==> config.mk <==
export PLATFORM = sky130hd
export DESIGN_NAME = frame_block_scanner_flat
export DESIGN_NICKNAME = d
export VERILOG_FILES = /design/src/rtl/frame_block_scanner_if.sv /design/src/rtl/frame_block_scanner.sv /design/src/flat_wrapper.sv
export SDC_FILE = /design/constraint.sdc
export NUM_CORES = 1
export LEC_CHECK = 0
export ABC_AREA = 1
export CAP_MARGIN = 10
export CORE_MARGIN = 8
export CORE_UTILIZATION = 44
export CTS_BUF_LIST = sky130_fd_sc_hd__clkbuf_2
export DETAILED_ROUTE_END_ITERATION = 16
export PLACE_DENSITY = 0.83
export SYNTH_ARGS = -nofsm -noshare
export SYNTH_HDL_FRONTEND = slang
export SYNTH_SLANG_ARGS = --single-unit
==> constraint.sdc <==
create_clock -name clk -period 6.2 [get_ports clk]
set_input_delay 1.24 -clock clk [delete_from_list [all_inputs] [get_ports clk]]
set_output_delay 1.24 -clock clk [all_outputs]
set_load 0.005 [all_outputs]
==> src/rtl/frame_block_scanner_if.sv <==
// Frame-memory and block-output bundle for frame_block_scanner.
// master = scanner side, slave = memory/consumer side.
interface frame_block_scanner_if;
  logic [12:0] mem_addr;
  logic [31:0] mem_row0;
  logic [31:0] mem_row1;
  logic [31:0] mem_row2;
  logic [31:0] mem_row3;
  logic [31:0] blk_row0;
  logic [31:0] blk_row1;
  logic [31:0] blk_row2;
  logic [31:0] blk_row3;
  logic [12:0] blk_index;
  logic        blk_valid;
  logic        blk_ready;

  modport master (
    output mem_addr, blk_row0, blk_row1, blk_row2, blk_row3, blk_index, blk_valid,
    input  mem_row0, mem_row1, mem_row2, mem_row3, blk_ready
  );

  modport slave (
    input  mem_addr, blk_row0, blk_row1, blk_row2, blk_row3, blk_index, blk_valid,
    output mem_row0, mem_row1, mem_row2, mem_row3, blk_ready
  );
endinterface

==> src/rtl/frame_block_scanner.sv <==
// Walks a frame block by block, fetching 4x4 blocks from frame memory and presenting them
// on a valid/ready handshake. Define FRAME_LOOP_EN for continuous frame-after-frame scanning.
module frame_block_scanner #(
  parameter int BLOCKS_X     = 80,
  parameter int BLOCKS_Y     = 60,
  parameter int FETCH_CYCLES = 5
) (
  input  logic                         clk,
  input  logic                         rst,
  input  logic                         start,
  input  logic                         abort,
  output logic                         busy,
  output logic                         done,
  frame_block_scanner_if.master        bus
);

  typedef enum logic [1:0] {IDLE, FETCH, CAPTURE, HOLD} state_t;

  localparam logic [12:0] LAST_BLOCK = 13'(BLOCKS_X * BLOCKS_Y - 1);
  localparam logic [12:0] LAST_BX    = 13'(BLOCKS_X - 1);
  localparam logic [3:0]  LAST_WAIT  = 4'(FETCH_CYCLES - 1);

`ifdef FRAME_LOOP_EN
  localparam state_t END_STATE = FETCH;
`else
  localparam state_t END_STATE = IDLE;
`endif

  state_t      state;
  state_t      state_next;
  logic [3:0]  wait_cnt;
  logic [12:0] bx;
  logic [12:0] by;
  logic        handshake;
  logic        last_block;
  logic        abort_hit;

  // ready only matters while a block is actually on offer
  assign handshake  = bus.blk_valid & bus.blk_ready;
  assign last_block = (bus.mem_addr == LAST_BLOCK);
  assign abort_hit  = abort & (state != IDLE);
  assign busy       = (state != IDLE);

  // state register
  always_ff @(posedge clk or posedge rst) begin
    if (rst) begin
      state <= IDLE;
    end else begin
      state <= state_next;
    end
  end

  // next-state decode; abort outranks every other transition
  always_comb begin
    state_next = state;
    case (state)
      IDLE: begin
        if (start && !abort) state_next = FETCH;
        else                 state_next = IDLE;
      end
      FETCH: begin
        if (abort)                       state_next = IDLE;
        else if (wait_cnt == LAST_WAIT)  state_next = CAPTURE;
        else                             state_next = FETCH;
      end
      CAPTURE: begin
        if (abort) state_next = IDLE;
        else       state_next = HOLD;
      end
      HOLD: begin
        if (abort)          state_next = IDLE;
        else if (handshake) state_next = last_block ? END_STATE : FETCH;
        else                state_next = HOLD;
      end
      default: state_next = IDLE;
    endcase
  end

  // address/counter walk, block capture and end-of-frame pulse
  always_ff @(posedge clk or posedge rst) begin
    if (rst) begin
      bus.mem_addr  <= 13'd0;
      bus.blk_row0  <= 32'd0;
      bus.blk_row1  <= 32'd0;
      bus.blk_row2  <= 32'd0;
      bus.blk_row3  <= 32'd0;
      bus.blk_index <= 13'd0;
      bus.blk_valid <= 1'b0;
      done          <= 1'b0;
      bx            <= 13'd0;
      by            <= 13'd0;
      wait_cnt      <= 4'd0;
    end else begin
      done <= 1'b0;
      if (abort_hit) begin
        bus.blk_valid <= 1'b0;
        bus.mem_addr  <= 13'd0;
        bx            <= 13'd0;
        by            <= 13'd0;
        wait_cnt      <= 4'd0;
      end else begin
        case (state)
          IDLE: begin
            if (start) begin
              bus.mem_addr <= 13'd0;
              bx           <= 13'd0;
              by           <= 13'd0;
              wait_cnt     <= 4'd0;
            end
          end
          FETCH: begin
            wait_cnt <= (wait_cnt == LAST_WAIT) ? 4'd0 : wait_cnt + 4'd1;
          end
          CAPTURE: begin
            bus.blk_row0  <= bus.mem_row0;
            bus.blk_row1  <= bus.mem_row1;
            bus.blk_row2  <= bus.mem_row2;
            bus.blk_row3  <= bus.mem_row3;
            bus.blk_index <= bus.mem_addr;
            bus.blk_valid <= 1'b1;
          end
          HOLD: begin
            if (handshake) begin
              bus.blk_valid <= 1'b0;
              wait_cnt      <= 4'd0;
              if (last_block) begin
                done         <= 1'b1;
                bus.mem_addr <= 13'd0;
                bx           <= 13'd0;
                by           <= 13'd0;
              end else begin
                bus.mem_addr <= bus.mem_addr + 13'd1;
                if (bx == LAST_BX) begin
                  bx <= 13'd0;
                  by <= by + 13'd1;
                end else begin
                  bx <= bx + 13'd1;
                end
              end
            end
          end
          default: begin
            bus.blk_valid <= 1'b0;
          end
        endcase
      end
    end
  end

endmodule

==> src/flat_wrapper.sv <==
// flat-port wrapper written by rule: the top's interface ports become plain ports
module frame_block_scanner_flat 
#(
  parameter int BLOCKS_X     = 80,
  parameter int BLOCKS_Y     = 60,
  parameter int FETCH_CYCLES = 5
)
  (clk, rst, start, abort, busy, done, bus_mem_addr, bus_blk_row0, bus_blk_row1, bus_blk_row2, bus_blk_row3, bus_blk_index, bus_blk_valid, bus_mem_row0, bus_mem_row1, bus_mem_row2, bus_mem_row3, bus_blk_ready);
  frame_block_scanner_if bus_i ();
  input  logic clk;
  input  logic rst;
  input  logic start;
  input  logic abort;
  output logic busy;
  output logic done;
  output wire logic [$bits(bus_i.mem_addr)-1:0] bus_mem_addr;
  output wire logic [$bits(bus_i.blk_row0)-1:0] bus_blk_row0;
  output wire logic [$bits(bus_i.blk_row1)-1:0] bus_blk_row1;
  output wire logic [$bits(bus_i.blk_row2)-1:0] bus_blk_row2;
  output wire logic [$bits(bus_i.blk_row3)-1:0] bus_blk_row3;
  output wire logic [$bits(bus_i.blk_index)-1:0] bus_blk_index;
  output wire logic [$bits(bus_i.blk_valid)-1:0] bus_blk_valid;
  input wire logic [$bits(bus_i.mem_row0)-1:0] bus_mem_row0;
  input wire logic [$bits(bus_i.mem_row1)-1:0] bus_mem_row1;
  input wire logic [$bits(bus_i.mem_row2)-1:0] bus_mem_row2;
  input wire logic [$bits(bus_i.mem_row3)-1:0] bus_mem_row3;
  input wire logic [$bits(bus_i.blk_ready)-1:0] bus_blk_ready;
  assign bus_mem_addr = bus_i.mem_addr;
  assign bus_blk_row0 = bus_i.blk_row0;
  assign bus_blk_row1 = bus_i.blk_row1;
  assign bus_blk_row2 = bus_i.blk_row2;
  assign bus_blk_row3 = bus_i.blk_row3;
  assign bus_blk_index = bus_i.blk_index;
  assign bus_blk_valid = bus_i.blk_valid;
  assign bus_i.mem_row0 = bus_mem_row0;
  assign bus_i.mem_row1 = bus_mem_row1;
  assign bus_i.mem_row2 = bus_mem_row2;
  assign bus_i.mem_row3 = bus_mem_row3;
  assign bus_i.blk_ready = bus_blk_ready;
  frame_block_scanner #(.BLOCKS_X(BLOCKS_X), .BLOCKS_Y(BLOCKS_Y), .FETCH_CYCLES(FETCH_CYCLES)) u_core (.clk(clk), .rst(rst), .start(start), .abort(abort), .busy(busy), .done(done), .bus(bus_i));
endmodule
* Word level (Yosys, flattened, before mapping)
Index checks and enable logic that the tools add are counted.
** Word-level totals
- Flip-flop bits (word level) :: 162
- Output and inout port bits :: 157
** Operators by class
- Add/subtract/negate cells :: 2
- Equal/unequal tests :: 7
- Muxes and demuxes :: 25
- Bitwise logic cells :: 3
- Reduce and logical (&&, ||, !) cells :: 11
** Operators by type and width (number)
- 13-bit 2-to-1 mux :: 4
- 13-bit case mux with 2 select lines :: 1
- 4-bit 2-to-1 mux :: 4
- 13-bit by 1-bit adder with 13-bit output (second input constant) :: 1
- 13-bit == test (second input constant) :: 1
- 4-bit case mux with 3 select lines :: 1
- 2-bit 2-to-1 mux :: 5
- 1-bit 2-to-1 mux :: 8
- 2-bit case mux with 4 select lines :: 1
- 3-bit AND reduction :: 2
- 3-bit nonzero test :: 2
- 4-bit by 1-bit adder with 4-bit output (second input constant) :: 1
- 2-bit == test (second input constant) :: 2
- 4-bit by 3-bit == test with 1-bit output (second input constant) :: 1
- 2-bit AND reduction :: 2
- 4-bit nonzero test :: 1
- 3-bit by 1-bit inequality test with 1-bit output (second input constant) :: 1
- 3-bit by 2-bit inequality test with 1-bit output (second input constant) :: 1
- 1-bit bitwise AND :: 2
- 2-bit by 1-bit == test with 1-bit output (second input constant) :: 1
- 2-bit logical NOT :: 1
- 1-bit case mux with 2 select lines :: 1
- 2-bit nonzero test :: 1
- 1-bit logical AND :: 1
- 2 further kinds :: 2

* Depth between registers and ports, before layout
- Depth in word-level cells :: 5
- Mapped depth :: 10

* Worst setup path before layout
No wires, ideal clock.
- Kind :: input-to-reg
- From :: in abort
- To :: reg u_core.bus.blk_row0[10]
- Library setup time :: 0.125 ns
- Arrival time :: 2.180 ns
- Setup slack :: 3.895 ns
- Stages :: 7
- Cell sequence :: inv_1 > nor2_4 > inv_4 > nand2_4 > buf_6 > buf_6 > mux2_4
** Between the ends
- Word-level cells in the longest chain between the ends :: 3
** RTL lines
- start: declaration :: RTL line flat_wrapper.sv:13 : input logic abort;
- 1-bit bitwise AND :: RTL line frame_block_scanner.sv:41 : assign abort_hit = abort & (state != IDLE);
- 1-bit NOT (no source line)
- 2-bit AND reduction (no source line)
- end signal: assignment :: RTL line frame_block_scanner.sv:115 : bus.blk_row0 <= bus.mem_row0;
- end: declaration :: RTL line frame_block_scanner_if.sv:18 : output mem_addr, blk_row0, blk_row1, blk_row2, blk_row3, blk_index, blk_valid,
Every way passes these cells.
A chain may end at the register's enable or synchronous reset.

* Final worst setup path
- From :: reg u_core.state[0]
- To :: out busy
** Between the ends
- Word-level cells in the longest chain between the ends :: 1
** RTL lines
- start: declaration :: RTL line frame_block_scanner.sv:29 : state_t state;
- start signal: assignment :: RTL line frame_block_scanner.sv:49 : state <= state_next;
- 2-bit nonzero test :: RTL line frame_block_scanner.sv:42 : assign busy = (state != IDLE);
- end: declaration :: RTL line flat_wrapper.sv:14 : output logic busy;
Every way passes these cells.

==> results.py <==
metrics = {
    "outcome": {
        "status": "complete, no violations",
    },
    "logic_synthesis": {
        "netlist.area_leader.share_pct": 61.2,
        "synth_fa_ha_area_share_pct": 1.32,
        "synth_compound_area_share_pct": 2.83,
        "synth.distinct_cells": 28,
        "ys.flop_type": "dfrtp_1",
        "synth_nets": 629,
        "synth_xor_area_share_pct": 0.264,
        "synth.avg_cell_area_um2": 13.6,
        "synth_edf_count": 0,
        "syn_area_mm2": 0.00663,
        "synth_top_family_by_area": "multiplexers",
        "synth_mux_area_share_pct": 23.7,
        "synth_top_cell_by_area": "dfrtp_1",
        "yosys-top-cells-count": "162 x dfrtp_1, 94 x mux2_2, 50 x nand2_1",
        "yosysSeqAreaShare_pct": 61.2,
        "netlist_instances": 489,
        "synth-simple-area-share_pct": 6.99,
        "synthArstFlopShare_pct": 100,
        "ys_top_cells_by_area": "dfrtp_1 61%, mux2_2 16%, mux2_4 7.7%, nand2_1 2.8%, o21ai_0 1.8%",
        "ys_warn_count": 0,
        "synth-seq-cells": 162,
        "yosys.cell_count.top_type": "dfrtp_1",
    },
    "power": {
        "peakVddDrop_v": 0.000123,
        "switchingPower_mw": 0.505,
        "leakagePower_nw": 4.59,
        "p_clk_share_pct": 24.9,
        "pwr-share-comb_pct": 17.5,
        "p_total_mw": 2.02,
        "p_int_mw": 1.51,
        "power_density_mw_per_mm2": 205,
        "switching_share_pct": 25.0,
        "p_seq_share_pct": 57.6,
    },
    "sta": {
        "min_period_over_period_pct": 54.1,
        "timing.fmax_mhz": 298,
        "post-route-min-period_ns": 3.35,
        "hold_viol": 0,
        "timing.hold.ws_ns": 0.511,
        "maxSlewHeadroom_pct": 32.2,
        "finClkSkew_ns": 0.0270,
        "finalWorstSetupSlack_ns": 2.85,
        "tightest_slew_ns": 1.02,
        "setup_violations": 0,
        "slew_violations": 0,
        "final.setup.tns_ns": 0,
        "rsz0062_at_grt": "false",
    },
    "placement": {
        "routabilityCongestion": 0.876,
        "postPlaceCellArea_mm2": 0.00967,
        "dpl.hpwl_mm": 14.4,
        "dpl_worst_slack_ns": 2.39,
        "portBuffers": 289,
    },
    "layout": {
        "final_nets": 922,
        "drive_gt1_share_pct": 21.1,
        "antenna_cells": 0,
        "ff_latch_area_mm2": 0.00405,
        "fillers": 1080,
        "multi_input_area_mm2": 0.00233,
        "final_area_mm2": 0.00987,
        "syn2layout_area_growth_pct": 48.9,
    },
    "detailed_routing": {
        "dr.pass1.iters": 6,
        "routed_wl_mm": 18.7,
        "drt-initial-drc-count": 227,
        "ant_nets": 0,
        "wl_per_cell_um": 19.1,
        "num_vias": 4873,
        "drc_errors": 0,
        "avgViaCountPerCell": 4.96,
    },
    "critical_path": {
        "crit_type": "reg -> out",
        "reg2reg_to": "u_core.bus.blk_row3[4]",
        "ff2ff_path_depth": 7,
        "cp_slowest_cell": "clkdlybuf4s50_1",
        "critPathBufInv": 3,
        "cp_cell_sequence": "inv_1 > ha_1 > inv_1 > clkdlybuf4s50_1",
        "r2r_start": "u_core.state[0]",
        "cp_top_family": "buffers and inverters",
        "cp_common_cell": "inv_1",
        "arrival_ns": 2.11,
        "reg2reg_slack_ns": 3.44,
        "startpoint_type": "flip-flop",
        "crit_fanout": 4,
        "endpoint_kind": "output pin",
        "cp_data_required_time_ns": 4.96,
        "cp_slowest_stage_delay_ns": 0.53,
    },
    "clocking": {
        "cts_tree": "done",
        "ctsRootBufferMaster": "clkbuf_2",
        "cts_resized": 0,
        "cts_buffer_depth": 2,
        "clk_latency_ns": 0.70,
        "numClockSinks": 162,
        "clkTransAtPathRegs_ns": 0.22,
        "numCtsBuffers": 17,
        "postCtsHoldBufs": 0,
        "postCtsSetupBuffers": 0,
        "htree_levels": 4,
    },
    "worst_hold_path": {
        "holdPathEnd": "u_core.bus.blk_index[5]",
        "hp-start": "u_core.bus.blk_index[5]",
        "hold_path_class": "reg -> reg",
        "hold_path_depth": 2,
    },
    "grt": {
        "grt-ovfl-total": 0,
        "grt_pass1_vias": 5251,
        "met2_usage_pct": 35.5,
        "grt.busiest_layer": "met2",
        "globalRouteMet3Util_pct": 5.89,
        "antenna_found_initial": 0,
        "grt_pass1_wl_mm": 29.8,
        "grt_usage_pct": 19.6,
        "grt_max_degree": 134,
        "grt_use_met1_pct": 21.2,
    },
    "floorplan": {
        "die_y_um": 139,
        "rows": 45,
        "core_area_mm2": 0.0150,
        "die-area_mm2": 0.0192,
        "dieWidth_um": 139,
        "ios": 290,
        "start_util_pct": 44.3,
    },
    "job": {
        "cap_violations": 0,
    },
}
## power by group through the flow
stage,combinational (mW),clock (mW),sequential [mW]
4_1_cts,0.360,0.524,1.16
5_1_grt,0.379,0.565,1.17
2_1_floorplan,0.103,0,1.18
6_report,0.354,0.503,1.16
3_5_place_dp,0.358,0,1.18
3_3_place_gp,0.349,0,1.18
## through the flow
step | instances | util (%)
3_3_place_gp | 951 | 64.6
2_1_floorplan | 489 | -
5_1_grt | 983 | 65.9
6_report | 983 | 65.9
3_5_place_dp | 951 | 64.6
4_1_cts | 983 | 65.9
## layout make-up
class | instances | share of cell area [%]
inverter | 33 | 1.33
multi-input combinational | 276 | 23.6
sequential | 162 | 41.1
clock inverter | 10 | 0.888
timing repair buffer | 292 | 29.5
clock buffer | 22 | 1.12
tap | 188 | 2.38
## how the worst max path moves through the flow
stage | cells after the start | slack (ns) | end | start
3_3_place_gp | 7 | 2.48 | u_core.bus.blk_row3[24] | abort
3_5_place_dp | 7 | 2.39 | u_core.bus.blk_row3[4] | abort
4_1_cts | 4 | 2.74 | busy | u_core.state[0]
2_1_floorplan | 1 | 0.58 | u_core.bus.blk_index[0] | rst
6_report | 4 | 2.85 | busy | u_core.state[0]
5_1_grt | 4 | 2.66 | busy | u_core.state[0]
## cells in the final DEF (no fill, tap or decap)
cell type	n
mux2_4	34
nand4_1	6
nand3_1	13
inv_6	1
nor2_1	22
buf_4	3
and3_1	1
clkinv_2	3
dfrtp_1	162
nor4_1	1
o211ai_1	1
nand2_8	1
nor3_2	2
nand2_1	50
bufinv_16	1
mux2_2	94
ha_1	7
a311oi_1	1
a21boi_0	1
clkdlybuf4s50_1	289
o22ai_1	1
nor3_1	7
clkinv_4	1
o21ai_0	24
clkbuf_2	22
inv_1	31
a211oi_1	1
a21oi_1	6
clkinv_1	1
inv_4	1
clkinvlp_4	4
nor2_4	1
xor2_1	2
## tightest hold or removal path, cell delays in order, from the launching register on
cell,delay (ns)
dfrtp_1,0.39
nand2_1,0.05
o21ai_0,0.05
## kinds of logic (layout without fill, tap and decap cells)
kind of cell | count (synthesis) | in the layout
AO/OA/AOI/OAI | 35 | 35
multiplexers | 128 | 128
AND/OR/NAND/NOR | 104 | 104
flip-flops | 162 | 162
XOR/XNOR | 2 | 2
buffers and inverters | 51 | 357
adder cells (fa/ha/maj) | 7 | 7
## metal layers
layer,part of all wire (%),wire [um],vias up
met1,39,7250,2402
met2,53,9900,198
met4,2.2,414,0
met5,0,0,-
met3,6.2,1160,31
li1,-,-,2242
## registers in the layout, summed over array words and instances (netlist names)
signal,cells
u_core.bus.mem_addr,13
u_core.bus.blk_row0,32
u_core.bus.blk_index,13
u_core.wait_cnt,4
u_core.state,2
u_core.bus.blk_row1,32
u_core.done,1
u_core.bus.blk_valid,1
u_core.bus.blk_row2,32
u_core.bus.blk_row3,32
No activity file was read; power rests on OpenSTA's default activity.
